**config.mk**
```make
export PLATFORM = sky130hd
export DESIGN_NAME = vga_timing_gen
export DESIGN_NICKNAME = d
export VERILOG_FILES = /design/src/rtl/vga_pkg.sv /design/src/rtl/vga_pix_ce_div.sv /design/src/rtl/vga_timing_gen.sv
export SDC_FILE = /design/constraint.sdc
export NUM_CORES = 1
export LEC_CHECK = 0
export ABC_CLOCK_PERIOD_IN_PS = 3300
export BUFFER_PORTS_ARGS = -buffer_cell sky130_fd_sc_hd__buf_2
export CAP_MARGIN = 40
export CELL_PAD_IN_SITES_DETAIL_PLACEMENT = 1
export CELL_PAD_IN_SITES_GLOBAL_PLACEMENT = 2
export CORE_ASPECT_RATIO = 0.9
export CORE_MARGIN = 4
export CORE_UTILIZATION = 40
export CTS_CLUSTER_SIZE = 28
export DETAILED_ROUTE_END_ITERATION = 8
export GPL_ROUTABILITY_DRIVEN = 0
export PLACE_DENSITY = 0.83
export SLEW_MARGIN = 10
export SYNTH_ARGS = -nofsm -noshare
export SYNTH_HDL_FRONTEND = slang
export SYNTH_SLANG_ARGS = --single-unit
```
**constraint.sdc**
```tcl
create_clock -name clk -period 3.3 [get_ports clk]
set_clock_uncertainty 0.1 [all_clocks]
set_input_delay 0.495 -clock clk [delete_from_list [all_inputs] [get_ports clk]]
set_output_delay 0.495 -clock clk [all_outputs]
set_load 0.01 [all_outputs]
```
**src/rtl/vga_pkg.sv**
```systemverilog
// vga_pkg: 640x480@60 timing defaults and raster sizing helpers shared by the VGA timing blocks.
package vga_pkg;
   localparam int DEF_H_ACTIVE = 640;
   localparam int DEF_H_FP     = 16;
   localparam int DEF_H_SYNC   = 96;
   localparam int DEF_H_BP     = 48;
   localparam int DEF_V_ACTIVE = 480;
   localparam int DEF_V_FP     = 10;
   localparam int DEF_V_SYNC   = 2;
   localparam int DEF_V_BP     = 33;
   function automatic int h_total(input int act, input int fp, input int sync, input int bp);
      return act + fp + sync + bp;
   endfunction
   function automatic int v_total(input int act, input int fp, input int sync, input int bp);
      return act + fp + sync + bp;
   endfunction
   // bits needed to hold 0..n-1, never less than one
   function automatic int clog2(input int n);
      int r;
      r = 0;
      while ((1 << r) < n) r++;
      return (r == 0) ? 1 : r;
   endfunction
endpackage

```
**src/rtl/vga_pix_ce_div.sv**
```systemverilog
// vga_pix_ce_div: divides clk by CLK_DIV into a one-clk-wide pixel clock-enable.
module vga_pix_ce_div
   import vga_pkg::*;
#(
   parameter int CLK_DIV = 2
) (
   input  logic clk,
   input  logic rst,
   output logic pix_ce
);
   localparam int CW = clog2(CLK_DIV);
   logic [CW-1:0] cnt, nxt;
   always_comb nxt = (cnt == CW'(CLK_DIV - 1)) ? '0 : cnt + 1'b1;
   // pix_ce is registered so it stays low in reset even when CLK_DIV is 1
   always_ff @(posedge clk or posedge rst)
      if (rst) begin
         cnt    <= '0;
         pix_ce <= 1'b0;
      end else begin
         cnt    <= nxt;
         pix_ce <= nxt == CW'(CLK_DIV - 1);
      end
endmodule

```
**src/rtl/vga_timing_gen.sv**
```systemverilog
// vga_timing_gen: parametrised VGA raster generator with registered, aligned sync/de/x/y and line/frame strobes.
// Define VGA_TEST_PATTERN_EN to drive eight vertical colour bars on rgb; otherwise rgb is tied low.
module vga_timing_gen
   import vga_pkg::*;
#(
   parameter int H_ACTIVE = DEF_H_ACTIVE,
   parameter int H_FP     = DEF_H_FP,
   parameter int H_SYNC   = DEF_H_SYNC,
   parameter int H_BP     = DEF_H_BP,
   parameter int V_ACTIVE = DEF_V_ACTIVE,
   parameter int V_FP     = DEF_V_FP,
   parameter int V_SYNC   = DEF_V_SYNC,
   parameter int V_BP     = DEF_V_BP,
   parameter bit HS_POL   = 1'b0,
   parameter bit VS_POL   = 1'b0,
   parameter int CLK_DIV  = 2,
   parameter int COLOR_W  = 1,
   parameter int XW       = clog2(h_total(H_ACTIVE, H_FP, H_SYNC, H_BP)),
   parameter int YW       = clog2(v_total(V_ACTIVE, V_FP, V_SYNC, V_BP))
) (
   input  logic                 clk,
   input  logic                 rst,
   output logic                 pix_ce,
   output logic                 hsync,
   output logic                 vsync,
   output logic                 de,
   output logic [XW-1:0]        x,
   output logic [YW-1:0]        y,
   output logic                 line_start,
   output logic                 frame_start,
   output logic [3*COLOR_W-1:0] rgb
);
   localparam int H_TOTAL = h_total(H_ACTIVE, H_FP, H_SYNC, H_BP);
   localparam int V_TOTAL = v_total(V_ACTIVE, V_FP, V_SYNC, V_BP);
   localparam int HS_BEG  = H_ACTIVE + H_FP;
   localparam int HS_END  = HS_BEG + H_SYNC - 1;
   localparam int VS_BEG  = V_ACTIVE + V_FP;
   localparam int VS_END  = VS_BEG + V_SYNC - 1;
   logic [XW-1:0] h_cnt;
   logic [YW-1:0] v_cnt;
   logic h_end, v_end, hs_act, vs_act, de_n;
   vga_pix_ce_div #(.CLK_DIV(CLK_DIV)) u_div (
      .clk(clk),
      .rst(rst),
      .pix_ce(pix_ce)
   );
   always_comb begin
      h_end  = h_cnt == XW'(H_TOTAL - 1);
      v_end  = v_cnt == YW'(V_TOTAL - 1);
      hs_act = h_cnt >= XW'(HS_BEG) && h_cnt <= XW'(HS_END);
      vs_act = v_cnt >= YW'(VS_BEG) && v_cnt <= YW'(VS_END);
      de_n   = h_cnt < XW'(H_ACTIVE) && v_cnt < YW'(V_ACTIVE);
   end
   // outputs sample the counters on the pix_ce edge, so they trail the counters by one pixel
   always_ff @(posedge clk or posedge rst)
      if (rst) begin
         h_cnt       <= '0;
         v_cnt       <= '0;
         x           <= '0;
         y           <= '0;
         hsync       <= ~HS_POL;
         vsync       <= ~VS_POL;
         de          <= 1'b0;
         line_start  <= 1'b0;
         frame_start <= 1'b0;
      end else begin
         line_start  <= pix_ce && h_cnt == '0;
         frame_start <= pix_ce && h_cnt == '0 && v_cnt == '0;
         if (pix_ce) begin
            h_cnt <= h_end ? '0 : h_cnt + 1'b1;
            if (h_end) v_cnt <= v_end ? '0 : v_cnt + 1'b1;
            x     <= h_cnt;
            y     <= v_cnt;
            hsync <= hs_act ? HS_POL : ~HS_POL;
            vsync <= vs_act ? VS_POL : ~VS_POL;
            de    <= de_n;
         end
      end
`ifdef VGA_TEST_PATTERN_EN
   localparam int BAR_W = H_ACTIVE / 8;
   logic [2:0] bar;
   always_comb bar = 3'(h_cnt / XW'(BAR_W));
   always_ff @(posedge clk or posedge rst)
      if (rst) rgb <= '0;
      else if (pix_ce) rgb <= de_n ? {{COLOR_W{bar[2]}}, {COLOR_W{bar[1]}}, {COLOR_W{bar[0]}}} : '0;
`else
   assign rgb = '0;
`endif
endmodule

```
# Word-level counts from Yosys, hierarchy flattened

Cells that the tools add are included.

Flip-flop bits (word level): 46
Input port bits: 2
Output and inout bits: 29

$add $sub $neg: 3
Order comparisons: 6
Equal/unequal tests: 2
Muxes and demuxes: 5
Reductions and logical operators: 8

Operators with widths:

| operator                                                           | count |
|---|---|
| adder 10 x 1 -> 10 bit, second input constant                      | 2 |
| == test 10 bit, second input constant                              | 2 |
| logical NOT 10 bit                                                 | 2 |
| 2-to-1 mux 10 bit                                                  | 2 |
| greater-or-equal comparator 10 bit, second input constant          | 1 |
| greater-or-equal comparator 10 x 9 -> 1 bit, second input constant | 1 |
| less-or-equal comparator 10 bit, second input constant             | 1 |
| less-or-equal comparator 10 x 9 -> 1 bit, second input constant    | 1 |
| < comparator 10 bit, second input constant                         | 1 |
| < comparator 10 x 9 -> 1 bit, second input constant                | 1 |
| logical AND 1 bit                                                  | 5 |
| 2-to-1 mux 1 bit                                                   | 3 |
| AND reduction 2 bit                                                | 1 |
| adder 1 bit, second input constant                                 | 1 |

# Depth between registers and ports, before layout

Gate-level depths: netlist (run 1).

Depth in word-level cells: 3
Depth in mapped cells: 6
Depth with buffers taken out: 6

# Cells and area by module

From an unflattened synthesis (run 1), not the netlist that was laid out.

Cells, all modules: 188
Area, all modules: 2173.3 um^2

By module, submodules not included:

| module         | instances | cells an instance | area each (um^2) |
|---|---|---|---|
| vga_timing_gen | 1         | 185               | 2140.8 |
| vga_pix_ce_div | 1         | 3                 | 32.5 |

# Least setup slack after synthesis (run 1)

No wires, ideal clock.

Path kind: reg-to-reg
Start: register h_cnt[0]
End: register v_cnt[8]
Library setup time: 0.124 ns
Data arrival time: 1.425 ns
Slack: 1.651 ns
Stages on the path, launching flop included: 7
Clock period less this slack: 1.649 ns
Path through: dfrtp_1 > ha_1 > and4_2 > and3_2 > buf_6 > nand4_1 > xnor2_1

Word-level cells in the longest chain between the ends: 2

RTL lines:

| what                          | line                 | source |
|---|---|---|
| from (decl)                   | vga_timing_gen.sv:39 | `logic [XW-1:0] h_cnt;` |
| from (signal assigned)        | vga_timing_gen.sv:70 | `h_cnt <= h_end ? '0 : h_cnt + 1'b1;` |
| == test 10 bit                | vga_timing_gen.sv:48 | `h_end = h_cnt == XW'(H_TOTAL - 1);` |
| AND reduction 2 bit (no line) | --                   |  |
| to (signal assigned)          | vga_timing_gen.sv:71 | `if (h_end) v_cnt <= v_end ? '0 : v_cnt + 1'b1;` |
| to (decl)                     | vga_timing_gen.sv:40 | `logic [YW-1:0] v_cnt;` |

Every way passes these cells.
A chain may end at the register's enable or synchronous reset.

# Worst setup path after layout (run 1)

Start: register h_cnt[0]
End: register h_cnt[9]

Word-level cells in the longest chain between the ends: 2
Elaborated cells between the ends (all ways): 3

RTL lines:

| what                                                            | line |
|---|---|
| adder 10 x 1 -> 10 bit / == test 10 bit (equally long branches) | vga_timing_gen.sv:70, vga_timing_gen.sv:48 |
| 2-to-1 mux 10 bit *                                             | vga_timing_gen.sv:70 |

Every way passes the cells marked *; elsewhere a longest branch is shown, timed or not.

==> metrics.txt, run 1 <==
max layer used=met4; Detail Placement HPWL=roughly 3300 um; standard-cell row count=24; die span in x=roughly 85 um; met2 routed WL=around 2000 um; WS Path Type=flop to flop; crit path cell chain=ha_1 > and4_2 > and3_2 > o21ai_0 > a22o_1; initial antenna violation count=0; clock sinks=46; Cell Pwr Density=415 nW/um^2; Yosys reg bits=46; Worst Path Max Fanout=12; clock period minus worst slack=1.86 ns; Max Clk Rate=between 0.5 and 0.6 GHz; number of synthesized flops with an enable pin=0; Root Buffer=clkbuf_8; worst flop-to-flop path startpoint=h_cnt[0]; Crit path buffers/inverters=0; global-route wire length before repair=between 8000 and 9000 um; largest family of logic cells by synthesized area=simple AND/OR/NAND/NOR gates; R2R depth=5; RSZ-0062 raised after global routing=no; Unique masters post-synth=40; WL final=4670 um; Avg Cell Area, Syn=11.6 um^2; worst hold path type=primary input to asynchronous set/reset pin; layout cells sized above 1=0.299; Worst path slowest cell=dfrtp_1; Leak Pwr=between 1 and 1.5 nW; Crit path arrival time=roughly 2.0 ns; routed wl met3=about 230 um; Diodes inserted=0; WP data required=roughly 3.4 ns; clock tree buffer depth=2; Via density=between 5 and 6; Via Count=around 1500; sequential fraction of the synthesis area=0.541; worst vdd ir=187 uV; Core Area=between 5000 and 6000 um^2; cell area after synthesis=~2100 um^2; Final period util=0.565; Crit path max-delay family=simple AND/OR/NAND/NOR gates; fraction of registers with async set/reset=1.00; Ports=31; complex-gate fraction of the synthesized area=0.0557; wire length on met1=between 2000 and 2500 um; max-slew violation count=0; Detailed Route Iter0 Violations=87; Post-Synthesis Cells=roughly 180; prevailing post-synth register cell=dfrtp_1; CP Capture Type=flop; DRC Markers=0; max_cap viols=0; Critical Path Start Type=flop; critical path depth=5; worst slew pin tran=around 0.72 ns; Finished Layout Cells=276; relative slew slack=0.516; Antenna Violating Nets Remaining=0; Die Height=around 77 um; setup TNS=0 ns; all-layer global routing usage=0.153; placed cell count=between 200 and 300; yosys warns=0; CP startpoint=h_cnt[0]; Area growth syn-to-layout=13.0%; simple-gate portion of the synthesized area=0.168; Final setup viols=0; total CTS buffers=5; mux cell area share after synthesis=0.116; First-pass DRT Iterations=4; outcome=completed; nets@finish=approximately 220; Die Area=6570 um^2; port bufs=27; XOR/XNOR share of the synthesized area=0.0411; Clk Latency, worst-skew pair=around 0.30 ns; final hold vios=0; vias in the first global route=about 1500; post-cts gate resize count=0; adder-cell area share of the yosys netlist=0.0293; Worst R2R Setup Slack=between 1 and 1.5 ns; CP peak stage delay=about 0.45 ns; total gr overflow=0; Routed WL per cell=between 15 and 20 um; clock-pin transition on the worst setup and hold timing paths=0.09 ns; Initial Util=0.425; CP endpoint=h_cnt[9]; setup repair bufs after CTS=0; CTS tree=yes; reg-to-reg endpoint=h_cnt[9]; pin count of the biggest net entering global routing=28; CTS Hold Bufs=0; H-tree depth=2
Yosys cell counts (2+ instances only):
cell type | n | area [um^2]
nand4_1 | 5 | 31.3
xor2_1 | 4 | 35.0
xnor2_1 | 6 | 52.6
buf_4 | 3 | 22.5
nor2b_1 | 2 | 12.5
dfrtp_1 | 44 | 1100
o21ai_0 | 8 | 40.0
nand3_1 | 11 | 55.1
buf_2 | 7 | 35.0
mux2_2 | 21 | 236
or3_1 | 2 | 12.5
nor4_1 | 3 | 18.8
inv_1 | 8 | 30.0
nor3_1 | 4 | 20.0
and3_1 | 8 | 50.1
nand2_1 | 9 | 33.8
ha_1 | 5 | 62.6
nor4b_1 | 2 | 17.5
nor2_1 | 7 | 26.3
a21oi_1 | 4 | 20.0
dfstp_2 | 2 | 52.6
placed cells by master (no fill, tap or decap), drive strengths merged, types with 5 or more instances in the layout:
| cell type | netlist | routed |
|---|---|---|
| nand2 | 9 | 9 |
| nand3 | 11 | 11 |
| nand4 | 6 | 6 |
| and3 | 9 | 9 |
| dfrtp | 44 | 44 |
| ha | 5 | 5 |
| buf | 12 | 29 |
| nor2 | 7 | 7 |
| mux2 | 21 | 21 |
| xnor2 | 6 | 6 |
| inv | 8 | 7 |
| clkbuf | 0 | 6 |
| o21ai | 9 | 9 |
where the power goes:
group | internal [mW] | switching (mW) | leakage, nW
clock | 0.226 | 0.196 | 0.0514
sequential | 0.563 | 0 | 0.598
combinational | 0.00128 | 0.0127 | 0.511
total | 0.791 | 0.209 | 1.16
state kept, by name, summed over array words and instances, names as in the netlist:
register / flops
x: 10
h_cnt: 10
line_start: 1
u_div.pix_ce: 1
v_cnt: 10
de: 1
frame_start: 1
hsync: 1
y: 10
vsync: 1
worst min-delay path by stage:
stage	depth (start not counted)	end	slack [ns]
2_1_floorplan	1	v_cnt[7]	0.37
3_3_place_gp	1	de	0.36
3_5_place_dp	1	de	0.38
4_1_cts	2	x[9]	0.13
5_1_grt	2	line_start	0.16
6_report	2	x[9]	0.11
area by class of cell:
cell class	count	area (um^2)
Clock inverter	2	37.5
Multi-Input combinational cell	120	885
Timing Repair Buffer	29	150
Fill cell	558	2610
Tap cell	65	81.3
Sequential cell	46	1150
Inverter	8	30.0
Clock buffer	6	72.6
metal layers:
layer | vias up | track usage
met5 | - | 0
met4 | 0 | 0.0285
met3 | 2 | 0.0439
met2 | 37 | 0.221
met1 | 738 | 0.229
li1 | 696 | -
worst register-to-register path, stage by stage (launching register included):
cell and delay (ns):
dfrtp_1 0.45, ha_1 0.25, and4_2 0.31, and3_2 0.33, o21ai_0 0.13, a22o_1 0.19
cells by family after synthesis:
| kind of cell | Yosys count |
|---|---|
| flip-flops | 46 |
| adder cells (fa/ha/maj) | 5 |
| other | 1 |
| AO/OA/AOI/OAI | 20 |
| buffers and inverters | 20 |
| multiplexers | 22 |
| AND/OR/NAND/NOR | 60 |
| XOR/XNOR | 10 |
stage by stage:
step                instance area, um^2  hold slack [ns]  setup slack [ns]   util  power, mW
floorplan                          2140            0.371              1.62      -      0.587
global placement                   2300            0.363              1.50  0.459      0.589
detailed placement                 2300            0.378              1.46  0.459      0.589
CTS                                2410            0.128              1.44  0.481       1.01
global route                       2410            0.161              1.27  0.481       1.03
finish                             2410            0.112              1.44  0.481       1.00
Note: power is estimated with default switching activity, not from simulation.
==> run 2, diff against run 1 <==
--- a/config.mk
+++ b/config.mk
@@ -5,18 +5,18 @@
 export SDC_FILE = /design/constraint.sdc
 export NUM_CORES = 1
 export LEC_CHECK = 0
-export ABC_CLOCK_PERIOD_IN_PS = 3300
+export ABC_CLOCK_PERIOD_IN_PS = 1700
 export BUFFER_PORTS_ARGS = -buffer_cell sky130_fd_sc_hd__buf_2
 export CAP_MARGIN = 40
 export CELL_PAD_IN_SITES_DETAIL_PLACEMENT = 1
 export CELL_PAD_IN_SITES_GLOBAL_PLACEMENT = 2
 export CORE_ASPECT_RATIO = 0.9
 export CORE_MARGIN = 4
-export CORE_UTILIZATION = 40
+export CORE_UTILIZATION = 33
 export CTS_CLUSTER_SIZE = 28
 export DETAILED_ROUTE_END_ITERATION = 8
 export GPL_ROUTABILITY_DRIVEN = 0
-export PLACE_DENSITY = 0.83
+export PLACE_DENSITY = 0.74
 export SLEW_MARGIN = 10
 export SYNTH_ARGS = -nofsm -noshare
 export SYNTH_HDL_FRONTEND = slang
==> constraint.sdc (replaced) <==
create_clock -name clk -period 1.7 [get_ports clk]
set_clock_uncertainty 0.1 [all_clocks]
set_input_delay 0.255 -clock clk [delete_from_list [all_inputs] [get_ports clk]]
set_output_delay 0.255 -clock clk [all_outputs]
set_load 0.01 [all_outputs]
==> run 2 against run 1 <==
Against the previous run: first-iteration DRC count is 53% lower; final cell count grew 18%; global-route usage down 1.9 points; design area is 11% higher; non-clock buffer count grew 27; routed wire length up 3.8%; count of clock-buffer cells in the layout is 1 lower; sequential share of layout area decreased by 4.6 points; die area grew 19%; critical path depth down 1; critical endpoint is now v_cnt[9]; largest cell class unchanged; largest power group unchanged.
==> metrics.txt, run 2 (synthesis results as in run 1) <==
outcome=completed; Routed WL per cell=14.9 um (-12%); setup repair bufs after CTS=0 (unchanged); final hold vios=0 (unchanged); most frequent cells in the layout=dfrtp_1 (44), buf_2 (27), buf_4 (27), mux2_2 (21), nand3_1 (10); RSZ-0062 raised after global routing=no; met1 usage=0.191 (-0.0376); clock period minus worst slack=1.60 ns (-0.262 ns); Diodes inserted=0 (unchanged); Pwr Total=1.94 mW (+94%); Worst Path Max Fanout=7 (-5); switching pwr=407 uW (+95%); die span in x=92.8 um (+9.1%); worst flop-to-flop path startpoint=v_cnt[3]; pin count of the biggest net entering global routing=31 (+11%); Detailed Route Iter0 Violations=41 (-53%); layout cells sized above 1=0.391 (+0.0922); Core Area=6180 um^2 (+23%); First-pass DRT Iterations=4 (unchanged); WHS=0.376 ns (+0.264 ns); Initial Util=0.345 (-0.0803); final core occ=0.432 (-0.0488); R2R depth=4 (-1); max-slew violation count=0 (unchanged); Via density=4.82 (-9.7%); clock sinks=46 (unchanged); most common cell after layout, fill and taps aside=dfrtp_1; port bufs=27 (unchanged); Crit path arrival time=1.73 ns (-0.23 ns); H-tree depth=2 (unchanged); WP data required=1.83 ns (-1.56 ns); sw frac=0.210 (+0.000772); CP startpoint=v_cnt[3]; global-route wire length before repair=8380 um (+4.2%); fillers=694 (+24%); gr busiest metal=met2; Clk Latency, worst-skew pair=0.30 ns (about the same); Finished Layout Cells=325 (+18%); all-layer global routing usage=0.135 (-0.0186); Root Buffer=clkbuf_8; CP endpoint=v_cnt[9]; total gr overflow=0 (unchanged); Worst R2R Setup Slack=0.1 ns (-1.34 ns); Die Height=84.3 um (+9.1%); Detail Placement HPWL=3610 um (+8.2%); WL final=4840 um (+3.8%); reg-to-reg endpoint=v_cnt[9]; standard-cell row count=27 (+13%); placed cell count=316 (+18%); max_cap viols=0 (unchanged); Area growth syn-to-layout=25.1%; WS Path Type=flop to flop; Leak Pwr=1.31 nW (+13%); met2 Use GR=0.203 (-0.0184); worst hold path type=primary input to asynchronous set/reset pin; post-route cell area=2670 um^2 (+11%); initial antenna violation count=0 (unchanged); setup TNS=0 ns (unchanged); pre-CTS setup slack=0.0658 ns (-1.39 ns); combinational fraction of design power=0.017 (+0.003); total CTS buffers=5 (unchanged); clock network power share=0.420 (-0.002); Antenna Violating Nets Remaining=0 (unchanged); Ports=31 (unchanged); Max Clk Rate=0.624 GHz (+16%); worst vdd ir=315 uV (+68%); nets@finish=244 (+12%); clock tree buffer depth=2 (unchanged); clock-pin transition on the worst setup and hold timing paths=0.09 ns (about the same); vias in the first global route=1667 (+8.7%); Final setup viols=0 (unchanged); Reg power frac=0.563 (about the same); Critical Path Start Type=flop; setup ws final=0.0978 ns (-1.34 ns); cell area after placement=2530 um^2 (+10%); P_int=1.53 mW (+94%); Via Count=1566 (+6.3%); Final period util=0.942 (+0.378); M3 GR Usage=0.0287 (-0.0153); CTS tree=yes; Cell Pwr Density=727 nW/um^2 (+75%); DRC Markers=0 (unchanged); Die Area=7820 um^2 (+19%); CP Capture Type=flop
## run 2: changes by cell type in the layout (fill, tap and decap cells not counted), sizes merged
cell,before,now
inv,7,8
dlygate4sd3,0,1
clkinvlp,1,0
buf,29,55
clkinv,1,2
clkbuf,6,5
## run 2: power by group through the flow
stage	logic (mW)	registers (mW)	clock network, mW
after floorplan	0.0240	1.12	0
after global placement	0.0332	1.11	0
after detailed placement	0.0335	1.11	0
after CTS	0.0353	1.09	0.846
after global routing	0.0385	1.09	0.884
final	0.0330	1.09	0.814
## run 2: what timing repair did
action / in CTS / in global routing
hold buffers: 1 / 0
setup endpoints to repair: 0 / 5
gates resized for setup: 0 / 4
hold endpoints to repair: 16 / 0
## run 2: worst min path at each step
| stage | start | endpoint | slack (ns) | cells past startpoint |
|---|---|---|---|---|
| 3_3_place_gp | rst | v_cnt[1] | 0.16 | 2 |
| 2_1_floorplan | v_cnt[7] | v_cnt[7] | 0.37 | 1 |
| 4_1_cts | rst | v_cnt[5] | 0.39 | 3 |
| 5_1_grt | rst | y[1] | 0.41 | 3 |
| 6_report | rst | v_cnt[3] | 0.38 | 3 |
| 3_5_place_dp | rst | v_cnt[1] | 0.17 | 2 |
## run 2: layout make-up
cell class | instances | area, um^2 | area share
repair buffers | 56 | 368 | 0.138
flip-flops and latches | 46 | 1150 | 0.432
multi-input cells | 120 | 900 | 0.337
well taps | 87 | 109 | 0.0408
inverters | 8 | 30.0 | 0.0113
clock inverters | 3 | 40.0 | 0.0150
clock buffers | 5 | 68.8 | 0.0258
## run 2: metal layers
layer	wire length, um	share of wire
met5	0	0
met4	80	0.017
met3	164	0.034
met2	2140	0.44
met1	2460	0.51
## run 2: critical path, cell delays in order (launching register included)
cell	delay (ns)
dfrtp_1	0.50
and4bb_1	0.30
nand4_4	0.14
or3_1	0.36
a21oi_1	0.14
==> run 3, diff against run 2 <==
--- a/config.mk
+++ b/config.mk
@@ -16,6 +16,7 @@
 export CTS_CLUSTER_SIZE = 28
 export DETAILED_ROUTE_END_ITERATION = 8
 export GPL_ROUTABILITY_DRIVEN = 0
+export MAX_ROUTING_LAYER = met4
 export PLACE_DENSITY = 0.74
 export SLEW_MARGIN = 10
 export SYNTH_ARGS = -nofsm -noshare
==> run 3 against run 2 <==
Against the previous run: register-to-register slack barely moved; via count fell by 0.70%; setup slack improved by 0.0033 ns; largest power group unchanged; highest routed layer unchanged.
==> metrics.txt, run 3 (synthesis results as in run 1) <==
worst vdd ir=315 uV (about the same); Clk Latency, worst-skew pair=0.30 ns (about the same); Worst Path Max Fanout=7 (unchanged); WS Path Type=flop to flop; DRC Markers=0 (unchanged); Diodes inserted=0 (unchanged); die span in x=92.8 um (unchanged); pre-CTS setup slack=0.0658 ns (unchanged); Via density=4.78 (-0.70%); CTS tree=yes; CP Capture Type=flop; total CTS buffers=5 (unchanged); final hold vios=0 (unchanged); standard-cell row count=27 (unchanged); WP data required=1.83 ns (about the same); placed cell count=316 (unchanged); setup TNS=0 ns (unchanged); Critical Path Start Type=flop; Final setup viols=0 (unchanged); Routed WL per cell=14.9 um (-0.27%); CP peak stage delay=0.49 ns (about the same); Antenna Violating Nets Remaining=0 (unchanged); layout cells sized above 1=0.391 (unchanged); Initial Util=0.345 (unchanged); clock-pin transition on the worst setup and hold timing paths=0.08 ns (about the same); RSZ-0062 raised after global routing=no; Detailed Route Iter0 Violations=43 (+4.9%); Die Height=84.3 um (unchanged); vias in the first global route=1657 (-0.60%); max-slew violation count=0 (unchanged); most common cell after layout, fill and taps aside=dfrtp_1; clock sinks=46 (unchanged); WL final=4830 um (-0.27%); Ports=31 (unchanged); H-tree depth=2 (unchanged); crit path cell chain=and4bb_1 > nand4_4 > or3_1 > a21oi_1; Detail Placement HPWL=3610 um (unchanged); pin count of the biggest net entering global routing=31 (unchanged); outcome=completed; setup ws final=0.101 ns (+0.00334 ns); Via Count=1555 (-0.70%); final core occ=0.432 (unchanged); clock tree buffer depth=2 (unchanged); initial antenna violation count=0 (unchanged); Finished Layout Cells=325 (unchanged); Final period util=0.940 (-0.00197); Area growth syn-to-layout=25.1% (unchanged); most frequent cells in the layout=dfrtp_1 (44), buf_2 (27), buf_4 (27), mux2_2 (21), nand3_1 (10); Core Area=6180 um^2 (unchanged); Root Buffer=clkbuf_8; worst hold path type=primary input to asynchronous set/reset pin; Die Area=7820 um^2 (unchanged); nets@finish=244 (unchanged); all-layer global routing usage=0.139 (+0.00445); Worst path slowest cell=dfrtp_1; First-pass DRT Iterations=4 (unchanged); Max Clk Rate=0.625 GHz (+0.21%); clock period minus worst slack=1.60 ns (-0.00334 ns); Cell Pwr Density=726 nW/um^2 (-0.15%); total gr overflow=0 (unchanged); max_cap viols=0 (unchanged); Leak Pwr=1.31 nW (unchanged); Crit path arrival time=1.73 ns (about the same); global-route wire length before repair=8400 um (+0.33%); port bufs=27 (unchanged)
==> run 3: cell counts in the layout (fill, tap and decap cells not counted) <==
Identical to the previous run, type by type.
==> run 3: metal layers <==
layer | track usage | vias up | share of wire | routed length [um]
met5 | - | - | 0 | 0
met4 | 0.0479 | 0 | 0.017 | 81
met3 | 0.0287 | 8 | 0.033 | 158
met2 | 0.202 | 24 | 0.44 | 2130
met1 | 0.193 | 776 | 0.51 | 2460
li1 | - | 747 | - | -
==> run 3: repair_timing <==
item / CTS / global route
setup endpoints to repair: 0 / 5
hold buffers: 1 / 0
hold endpoints to repair: 16 / 0
buffers inserted: 0 / 0
resized for setup: 0 / 4
==> run 3: per-stage QoR <==
step	instance area [um^2]	total power, mW	hold slack, ns
after floorplan	2140	1.14	0.371
after global placement	2530	1.15	0.165
after detailed placement	2530	1.15	0.168
after CTS	2650	1.97	0.390
after global routing	2670	2.02	0.408
final	2670	1.94	0.378
==> run 3: report_power, final <==
| group | total (mW) | leakage, nW | switching [mW] | internal [mW] |
|---|---|---|---|---|
| clock network | 0.812 | 0.0579 | 0.379 | 0.433 |
| registers | 1.09 | 0.598 | 0 | 1.09 |
| logic | 0.0327 | 0.653 | 0.0256 | 0.00717 |
| total | 1.94 | 1.31 | 0.404 | 1.53 |
==> run 3: final cells by class <==
type | instances | area (um^2)
Multi-Input combinational cell | 120 | 900
Clock buffer | 5 | 68.8
Fill cell | 694 | 3510
Tap cell | 87 | 109
Inverter | 8 | 30.0
Clock inverter | 3 | 40.0
Sequential cell | 46 | 1150
Timing Repair Buffer | 56 | 368
==> run 3: final timing paths <==
kind	depth (start not counted)	slack (ns)	startpoint	to
setup / recovery	4	0.10	v_cnt[3]	v_cnt[9]
hold reg to reg	2	0.40	hsync	hsync
max in group asynchronous	4	0.57	rst	hsync
setup reg to reg	4	0.10	v_cnt[3]	v_cnt[9]
min in group clk	2	0.40	hsync	hsync
hold / removal	3	0.38	rst	v_cnt[1]
==> run 3: worst max-delay path, delay by kind of cell (launching register included) <==
family	cells	cell delay [ns]
compound gates	1	0.14
simple gates	3	0.80
flops	1	0.49
